==> src/rtl/pixel_unpacker.sv <==
// Unpacks 24-bit RGB pixels from a 32-bit AXI-Stream video feed, tracks x/y/frame and flags
// tuser/tlast misalignment. Define PIXEL_UNPACKER_ERR_CNT_EN to add saturating error counters.
module pixel_unpacker #(
  parameter int unsigned X_SIZE = 640,
  parameter int unsigned Y_SIZE = 480
) (
  input  logic        aclk,
  input  logic        aresetn,
  input  logic [31:0] in_stream_tdata,
  input  logic [3:0]  in_stream_tkeep,
  input  logic        in_stream_tuser,
  input  logic        in_stream_tlast,
  input  logic        in_stream_tvalid,
  output logic        in_stream_tready,
  output logic [7:0]  pix_r,
  output logic [7:0]  pix_g,
  output logic [7:0]  pix_b,
  output logic [9:0]  pix_x,
  output logic [8:0]  pix_y,
  output logic        pix_valid,
  input  logic        pix_ready,
  output logic        sof_err,
  output logic        eol_err,
  input  logic        err_clr,
  output logic [15:0] frame_cnt
`ifdef PIXEL_UNPACKER_ERR_CNT_EN
  ,
  output logic [15:0] sof_err_cnt,
  output logic [15:0] eol_err_cnt
`endif
);

  typedef enum logic [1:0] {Ph0, Ph1, Ph2, Ph3} phase_e;

  localparam logic [9:0] XLast = 10'(X_SIZE - 1);
  localparam logic [9:0] XPen  = 10'(X_SIZE - 2);
  localparam logic [8:0] YLast = 9'(Y_SIZE - 1);

  phase_e      phase_q, phase_d, ph_eff;
  logic        run_q;
  logic [23:0] res_q, res_d;
  logic [23:0] pix_d;
  logic [9:0]  nx_q, nx_d, ld_x;
  logic [8:0]  ny_q, ny_d, ld_y, ld_y_inc;
  logic        slot_free, in_fire, pix_fire, ph3_load, load;
  logic        line_done, early_eol, sof_ev, eol_ev;
  logic        unused_tkeep;

  assign unused_tkeep = ^in_stream_tkeep;

  // run_q keeps tready low until the first edge after reset release.
  assign slot_free        = !pix_valid || pix_ready;
  assign in_stream_tready = run_q && (phase_q != Ph3) && slot_free;
  assign in_fire          = in_stream_tvalid && in_stream_tready;
  assign pix_fire         = pix_valid && pix_ready;
  assign ph3_load         = run_q && (phase_q == Ph3) && slot_free;
  assign load             = in_fire || ph3_load;

  // A tuser word always restarts decoding as word0 at (0,0).
  assign ph_eff    = in_stream_tuser ? Ph0 : phase_q;
  assign ld_x      = (in_fire && in_stream_tuser) ? 10'd0 : nx_q;
  assign ld_y      = (in_fire && in_stream_tuser) ? 9'd0 : ny_q;
  assign ld_y_inc  = (ld_y == YLast) ? 9'd0 : ld_y + 9'd1;
  assign line_done = (ph_eff == Ph2) ? (ld_x == XPen) : (ld_x == XLast);
  assign early_eol = in_stream_tlast && !line_done;
  assign sof_ev    = in_fire && in_stream_tuser &&
                     ((phase_q != Ph0) || (nx_q != 10'd0) || (ny_q != 9'd0));
  assign eol_ev    = in_fire && (in_stream_tlast != line_done);

  always_comb begin
    phase_d = phase_q;
    res_d   = res_q;
    pix_d   = {pix_r, pix_g, pix_b};
    nx_d    = nx_q;
    ny_d    = ny_q;
    if (in_fire) begin
      case (ph_eff)
        Ph0: begin
          pix_d   = in_stream_tdata[23:0];
          res_d   = {16'd0, in_stream_tdata[31:24]};
          phase_d = Ph1;
        end
        Ph1: begin
          pix_d   = {in_stream_tdata[15:0], res_q[7:0]};
          res_d   = {8'd0, in_stream_tdata[31:16]};
          phase_d = Ph2;
        end
        Ph2: begin
          pix_d   = {in_stream_tdata[7:0], res_q[15:0]};
          res_d   = in_stream_tdata[31:8];
          phase_d = Ph3;
        end
        default: ;
      endcase
      // Early end of line drops any carried residue.
      if (early_eol) phase_d = Ph0;
    end else if (ph3_load) begin
      pix_d   = res_q;
      phase_d = Ph0;
    end
    if (load) begin
      if ((in_fire && early_eol) || (ld_x == XLast)) begin
        nx_d = 10'd0;
        ny_d = ld_y_inc;
      end else begin
        nx_d = ld_x + 10'd1;
        ny_d = ld_y;
      end
    end
  end

  always_ff @(posedge aclk or negedge aresetn) begin
    if (!aresetn) begin
      run_q     <= 1'b0;
      phase_q   <= Ph0;
      res_q     <= '0;
      nx_q      <= '0;
      ny_q      <= '0;
      pix_valid <= 1'b0;
      pix_r     <= '0;
      pix_g     <= '0;
      pix_b     <= '0;
      pix_x     <= '0;
      pix_y     <= '0;
      sof_err   <= 1'b0;
      eol_err   <= 1'b0;
      frame_cnt <= '0;
    end else begin
      run_q     <= 1'b1;
      phase_q   <= phase_d;
      res_q     <= res_d;
      nx_q      <= nx_d;
      ny_q      <= ny_d;
      pix_valid <= load || (pix_valid && !pix_ready);
      if (load) begin
        {pix_r, pix_g, pix_b} <= pix_d;
        pix_x                 <= ld_x;
        pix_y                 <= ld_y;
      end
      sof_err <= sof_ev || (sof_err && !err_clr);
      eol_err <= eol_ev || (eol_err && !err_clr);
      if (pix_fire && (pix_x == XLast) && (pix_y == YLast)) frame_cnt <= frame_cnt + 16'd1;
    end
  end

`ifdef PIXEL_UNPACKER_ERR_CNT_EN
  always_ff @(posedge aclk or negedge aresetn) begin
    if (!aresetn) begin
      sof_err_cnt <= '0;
      eol_err_cnt <= '0;
    end else begin
      if (err_clr) sof_err_cnt <= {15'd0, sof_ev};
      else if (sof_ev && (sof_err_cnt != 16'hFFFF)) sof_err_cnt <= sof_err_cnt + 16'd1;
      if (err_clr) eol_err_cnt <= {15'd0, eol_ev};
      else if (eol_ev && (eol_err_cnt != 16'hFFFF)) eol_err_cnt <= eol_err_cnt + 16'd1;
    end
  end
`endif

endmodule

==> config.mk <==
export PLATFORM = sky130hd
export DESIGN_NAME = pixel_unpacker
export DESIGN_NICKNAME = d
export VERILOG_FILES = /design/src/rtl/pixel_unpacker.sv
export SDC_FILE = /design/constraint.sdc
export NUM_CORES = 1
export LEC_CHECK = 0
export BUFFER_PORTS_ARGS = -buffer_cell sky130_fd_sc_hd__buf_4
export CAP_MARGIN = 20
export CELL_PAD_IN_SITES_DETAIL_PLACEMENT = 1
export CELL_PAD_IN_SITES_GLOBAL_PLACEMENT = 2
export CORE_ASPECT_RATIO = 0.75
export CORE_MARGIN = 1
export CORE_UTILIZATION = 34
export CTS_BUF_LIST = sky130_fd_sc_hd__clkbuf_16
export CTS_CLUSTER_DIAMETER = 40
export DETAILED_ROUTE_END_ITERATION = 12
export PLACE_DENSITY_LB_ADDON = 0.25
export SYNTH_ARGS = -nofsm -noshare
export SYNTH_HDL_FRONTEND = slang
export SYNTH_SLANG_ARGS = --single-unit
==> constraint.sdc <==
create_clock -name aclk -period 3.95 [get_ports aclk]
set_clock_uncertainty 0.05 [all_clocks]
set_input_delay 0.395 -clock aclk [delete_from_list [all_inputs] [get_ports aclk]]
set_output_delay 0.395 -clock aclk [all_outputs]
set_load 0.005 [all_outputs]
== Word level (Yosys, flattened, before mapping) ==
Cells that the tools add are included.

* Input port bits: 43
* Logic and storage cells: 81
* Register bits: 108

* Eq/ne operators: 12
* $add $sub $neg: 3
* Reductions and logical operators: 37
* Muxes and demuxes: 15

{| class="wikitable"
|+ Operators by type and width
! operator !! number
|-
| $pmux W24 S3 || 2
|-
| $mux W24 || 2
|-
| $eq A10 B10 Y1 const B || 3
|-
| $mux W9 || 3
|-
| $mux W10 || 2
|-
| $eq A9 B9 Y1 const B || 2
|-
| $add A16 B1 Y16 const B || 1
|-
| $logic_and A1 B1 Y1 || 16
|-
| $add A10 B1 Y10 const B || 1
|-
| $reduce_bool A10 Y1 || 1
|-
| $add A9 B1 Y9 const B || 1
|-
| $reduce_bool A9 Y1 || 1
|-
| $logic_or A1 B1 Y1 || 8
|-
| $mux W2 || 4
|-
| $pmux W2 S3 || 1
|-
| $ne A5 B1 Y1 const B || 1
|-
| $eq A2 B2 Y1 const B || 2
|-
| $logic_not A1 Y1 || 4
|-
| $ne A4 B1 Y1 const B || 1
|-
| $reduce_and A2 Y1 || 2
|-
| $reduce_bool A2 Y1 || 2
|-
| $reduce_and A3 Y1 || 1
|-
| $reduce_bool A3 Y1 || 1
|-
| $eq A2 B1 Y1 const B || 1
|-
| 4 further kinds || 4
|}

== Longest topological paths before layout ==
* Depth in word-level cells: 13
* Depth in mapped cells: 16
* Depth with buffers taken out: 13

== Worst setup path after synthesis ==
No wires, ideal clock.

* Path type: input -> register
* From: input pix_ready
* To: register ny_q[8]
* Path slack: 0.864 ns
* Arrival: 2.967 ns
* Stages: 15
* Cell sequence: nand2b_1 buf_2 nand4_2 clkbuf_1 nand2_1 inv_1 ha_1 mux2_2 nand4b_1 ha_1 clkbuf_1 a22o_4 nand2_1 or4_1 nand3_1

* Longest elaborated chain between the ends: 12

{| class="wikitable"
|+ RTL lines
! element !! RTL line !! source
|-
| start: declaration || 21 || <nowiki>input logic pix_ready,</nowiki>
|-
| $logic_or A1 B1 Y1 (*) || 52 || <nowiki>assign slot_free = !pix_valid || pix_ready;</nowiki>
|-
| $logic_and A1 B1 Y1 (*) || 53 || <nowiki>assign in_stream_tready = run_q && (phase_q != Ph3) && slot_free;</nowiki>
|-
| $logic_and A1 B1 Y1 (*) || 54 || <nowiki>assign in_fire = in_stream_tvalid && in_stream_tready;</nowiki>
|-
| $logic_and A1 B1 Y1 (*) || 61 || <nowiki>assign ld_x = (in_fire && in_stream_tuser) ? 10'd0 : nx_q;</nowiki>
|-
| $mux W10 (*) || 61 ||
|-
| named net ld_x[0] || 43 || <nowiki>logic [9:0] nx_q, nx_d, ld_x;</nowiki>
|-
| $eq A10 B10 Y1 (on tied branches) || 64, 102 ||
|-
| $mux W1 || 64 || <nowiki>assign line_done = (ph_eff == Ph2) ? (ld_x == XPen) : (ld_x == XLast);</nowiki>
|-
| $logic_not A1 Y1 || 65 || <nowiki>assign early_eol = in_stream_tlast && !line_done;</nowiki>
|-
| $logic_and A1 B1 Y1 || 65 ||
|-
| $logic_and A1 B1 Y1 || 102 || <nowiki>if ((in_fire && early_eol) || (ld_x == XLast)) begin</nowiki>
|-
| $logic_or A1 B1 Y1 (*) || 102 ||
|-
| $mux W9 (*) || 102 ||
|-
| end signal: assignment || 133 || <nowiki>ny_q <= ny_d;</nowiki>
|-
| end: declaration || 44 || <nowiki>logic [8:0] ny_q, ny_d, ld_y, ld_y_inc;</nowiki>
|}

The timed path passes the listed nets; every way through them passes the cells marked *.
A chain may end at the register's enable or synchronous reset.

== Final worst setup path ==
* From: register pix_valid
* To: register ny_q[7]

* Longest elaborated chain between the ends: 13

{| class="wikitable"
|+ RTL lines
! element !! RTL line !! source
|-
| start: declaration || 20 || <nowiki>output logic pix_valid,</nowiki>
|-
| start signal: assignment || 134 || <nowiki>pix_valid <= load || (pix_valid && !pix_ready);</nowiki>
|-
| $logic_not A1 Y1 (*) || 52 ||
|-
| $logic_or A1 B1 Y1 (*) || 52 ||
|-
| $logic_and A1 B1 Y1 (*) || 53 ||
|-
| $logic_and A1 B1 Y1 (*) || 54 ||
|-
| $logic_and A1 B1 Y1 (*) || 61 ||
|-
| $mux W10 (*) || 61 ||
|-
| named net ld_x[0] || 43 ||
|-
| $eq A10 B10 Y1 (on tied branches) || 64, 102 ||
|-
| $mux W1 || 64 ||
|-
| $logic_not A1 Y1 || 65 ||
|-
| $logic_and A1 B1 Y1 || 65 ||
|-
| $logic_and A1 B1 Y1 || 102 ||
|-
| $logic_or A1 B1 Y1 (*) || 102 ||
|-
| $mux W9 (*) || 102 ||
|}

Marks and branches as above.

==> metrics.csv <==
stage,metric,value,unit
timing,number of setup violations in the final report,0,
timing,RSZ-0062 raised after global routing,false,
floorplan,CORE AREA,15500,um^2
timing,crit share post-route,0.778,
floorplan,die width,148,um
floorplan,# rows,39,
yosys,cells after synthesis,578,
timing,max-slew violations,0,
power_and_ir_drop,Switch Pwr,846,uW
yosys,Avg Inst Size Synth,9.46,um^2
setup_path,Worst setup endpoint,ny_q[7],
clock_network,"Reg clk slew, reported paths",70,ps
yosys,Yosys cell types,54,
clock_network,Clock Sink Count,108,
power_and_ir_drop,peak supply drop,0.223,mV
global_route,global-route wire length before repair,27900,um
global_route,GRT Resource Usage Total,0.216,
setup_path,CP required,4140,ps
clock_network,CTS tree,done,
power_and_ir_drop,Power Density,428,nW/um^2
floorplan,IO Count,106,
yosys,Yosys warnings,0,
clock_network,largest buffer count on any clock path,2,
place,Cell Count Post-Placement,857,
power_and_ir_drop,Leak,0.00315,uW
yosys,number of synthesized flops with an enable pin,0,
place,IO Port Bufs,101,
yosys,Seq cells post-synth,108,
clock_network,CTS resizes,0,
timing,Hold Slack,48.3,ps
place,DP Area,6420,um^2
timing,Rel. slew slack,0.450,
drt,drt first pass iters,4,
hold_path,Hold Path Class,input pin to asynchronous set/reset pin,
cells_and_area,share of layout cells above drive strength 1,0.226,
drt,Total Wirelength,16900,um
yosys,Synthesized Nets,629,
floorplan,Die Area,16600,um^2
cells_and_area,most frequent cells in the layout,"116 x buf_4, 108 x dfrtp_1, 83 x nand2_1",
clock_network,hold-fix buffers at CTS,0,
place,hpwl dp,12000,um
setup_path,flop2flop setup slack,880,ps
cells_and_area,# nets final,714,
yosys,Post-Syn Area,5470,um^2
power_and_ir_drop,Internal,2040,uW
power_and_ir_drop,sw frac,0.293,
drt,Detail Route Antenna Nets,0,
timing,post-route worst setup slack,878,ps
setup_path,Crit. End Element,flip-flop,
clock_network,worst-skew pair later-pin latency,360,ps
setup_path,critical path peak fanout,8,
clock_network,setup bufs post-CTS,0,
global_route,number of global-route vias before repair,5085,
global_route,grt total ovfl,0,
floorplan,chip height,112,um
setup_path,Arrival @ worst endpoint,3260,ps
yosys,"Seq/Total Area, Yosys",0.495,
setup_path,crit path from,pix_valid,
cells_and_area,post-route cell area,6750,um^2
drt,drt initial violations,345,
cells_and_area,antenna cells,0,
power_and_ir_drop,combinational share of power,0.190,
job,Max Cap Viol,0,
cells_and_area,"Area growth, synth to finish",23.4,%
power_and_ir_drop,clock network power share,0.350,
place,Routability Congestion,0.874,
place,worst slack at placement,748,ps
timing,fin crit period,3070,ps
yosys,Post-synth ARST share,1.00,
clock_network,number of CTS-inserted buffers,9,
cells_and_area,Finished Layout Cells,873,
global_route,initial antenna violation count,0,
status,status,"complete, no violations",
timing,Final Hold Vio Count,0,
drt,via count,4857,
drt,DR WL/cell,19.4,um
drt,Via density,5.56,
clock_network,CTS H-tree depth,3,
setup_path,R2R cell count,13,
setup_path,critical path type,flip-flop to flip-flop,
global_route,largest net degree at the start of global routing,58,
power_and_ir_drop,Sequential Power Share,0.461,
setup_path,reg-to-reg critical path startpoint,pix_valid,
yosys,"Primary FF master, synth",dfrtp_1,
setup_path,CP Launch Type,flip-flop,
clock_network,clk root buf,clkbuf_16,
setup_path,reg2reg end,ny_q[7],
timing,Slew @ Worst Pin,823,ps
floorplan,Initial Util,0.353,
drt,DRC Markers,0,
timing,Setup TNS,0,ps
timing,fmax,326,MHz
cells_and_area,"most common cell after layout, fill and taps aside",buf_4,
-- metrics by stage --
| stage | util | total power [uW] |
|---|---|---|
| 2_1_floorplan | - | 1610 |
| 3_5_place_dp | 0.415 | 1910 |
| 3_3_place_gp | 0.414 | 1880 |
| 4_1_cts | 0.436 | 2920 |
| 6_report | 0.436 | 2890 |
| 5_1_grt | 0.436 | 3040 |
-- worst min path at each step --
stage / to / cells after the start
2_1_floorplan: eol_err / 0
3_3_place_gp: res_q[18] / 2
3_5_place_dp: res_q[23] / 2
4_1_cts: pix_g[2] / 1
5_1_grt: ny_q[4] / 1
6_report: ny_q[4] / 1
-- kinds of logic (layout without fill, tap and decap cells) --
| kind of cell | Yosys count | in the layout | synth area share |
|---|---|---|---|
| and+or+nand+nor | 213 | 213 | 0.193 |
| AOI/OAI and AO/OA | 176 | 176 | 0.219 |
| DFF | 108 | 108 | 0.495 |
| buffers and inverters | 52 | 142 | 0.0412 |
| xor gates and xnor gates | 16 | 16 | 0.0256 |
| adders and majority gates | 8 | 8 | 0.0183 |
| muxes | 4 | 4 | 0.00824 |
| other | 1 | 1 | 0.000686 |
-- synthesized netlist by cell type, types with 6 or more instances --
cell type  number  area share
nand4_1        10       0.011
a221oi_1        9       0.014
and3_1         12       0.014
o21ai_0        66       0.060
a22o_1         15       0.024
nand2_1        83       0.057
nor4_1          7      0.0080
o21ai_1         6      0.0055
ha_1            8       0.018
xnor2_1        12       0.019
buf_2          12       0.011
inv_1           9      0.0062
a221o_1        17       0.031
nand3_1        20       0.018
clkbuf_1       25       0.017
nand3_2         6       0.011
dfrtp_1       108        0.49
a22oi_1        16       0.022
a21oi_1        22       0.020
a31oi_1         6      0.0069
nor2_1         46       0.032
-- flip-flops by register name, indices dropped and copies added, names as in the netlist --
name       flops
pix_r          8
pix_valid      1
frame_cnt     16
ny_q           9
pix_y          9
pix_b          8
res_q         24
eol_err        1
nx_q          10
sof_err        1
phase_q        2
pix_g          8
pix_x         10
run_q          1
-- power by group through the flow --
| stage | clock, uW | combinational, uW | sequential [uW] |
|---|---|---|---|
| after global placement | 0 | 537 | 1340 |
| after global routing | 1070 | 619 | 1350 |
| final | 1010 | 549 | 1330 |
| after detailed placement | 0 | 553 | 1350 |
| after floorplan | 0 | 278 | 1330 |
| after CTS | 1040 | 555 | 1330 |
-- cell type report --
| type | instances | area (um^2) |
|---|---|---|
| clock buffers | 9 | 225 |
| clock inverters | 7 | 98.8 |
| fillers | 1785 | 8720 |
| inverters | 9 | 33.8 |
| multi-input cells | 418 | 2550 |
| flip-flops and latches | 108 | 2700 |
| well taps | 205 | 256 |
| repair buffers | 117 | 882 |
-- layer usage --
layer | part of all wire | wire [um] | GRT usage | up-vias
met5 | 0 | 0 | 0 | -
li1 | - | - | - | 2265
met4 | 0.010 | 176 | 0.0577 | 0
met3 | 0.048 | 808 | 0.0373 | 11
met2 | 0.45 | 7680 | 0.331 | 101
met1 | 0.49 | 8230 | 0.313 | 2480
-- worst max-delay path: stages (launching register included) --
cell and delay, ps:
dfrtp_1 400, nand2b_1 270, nand4_2 190, nand2_1 160, inv_1 70, ha_1 250
mux2_2 280, nand4b_1 90, ha_1 390, nand4_1 180, a21boi_0 190, o21a_1 210
o21ai_0 130, o21ai_1 90
No activity file was read; power rests on OpenSTA's default activity.
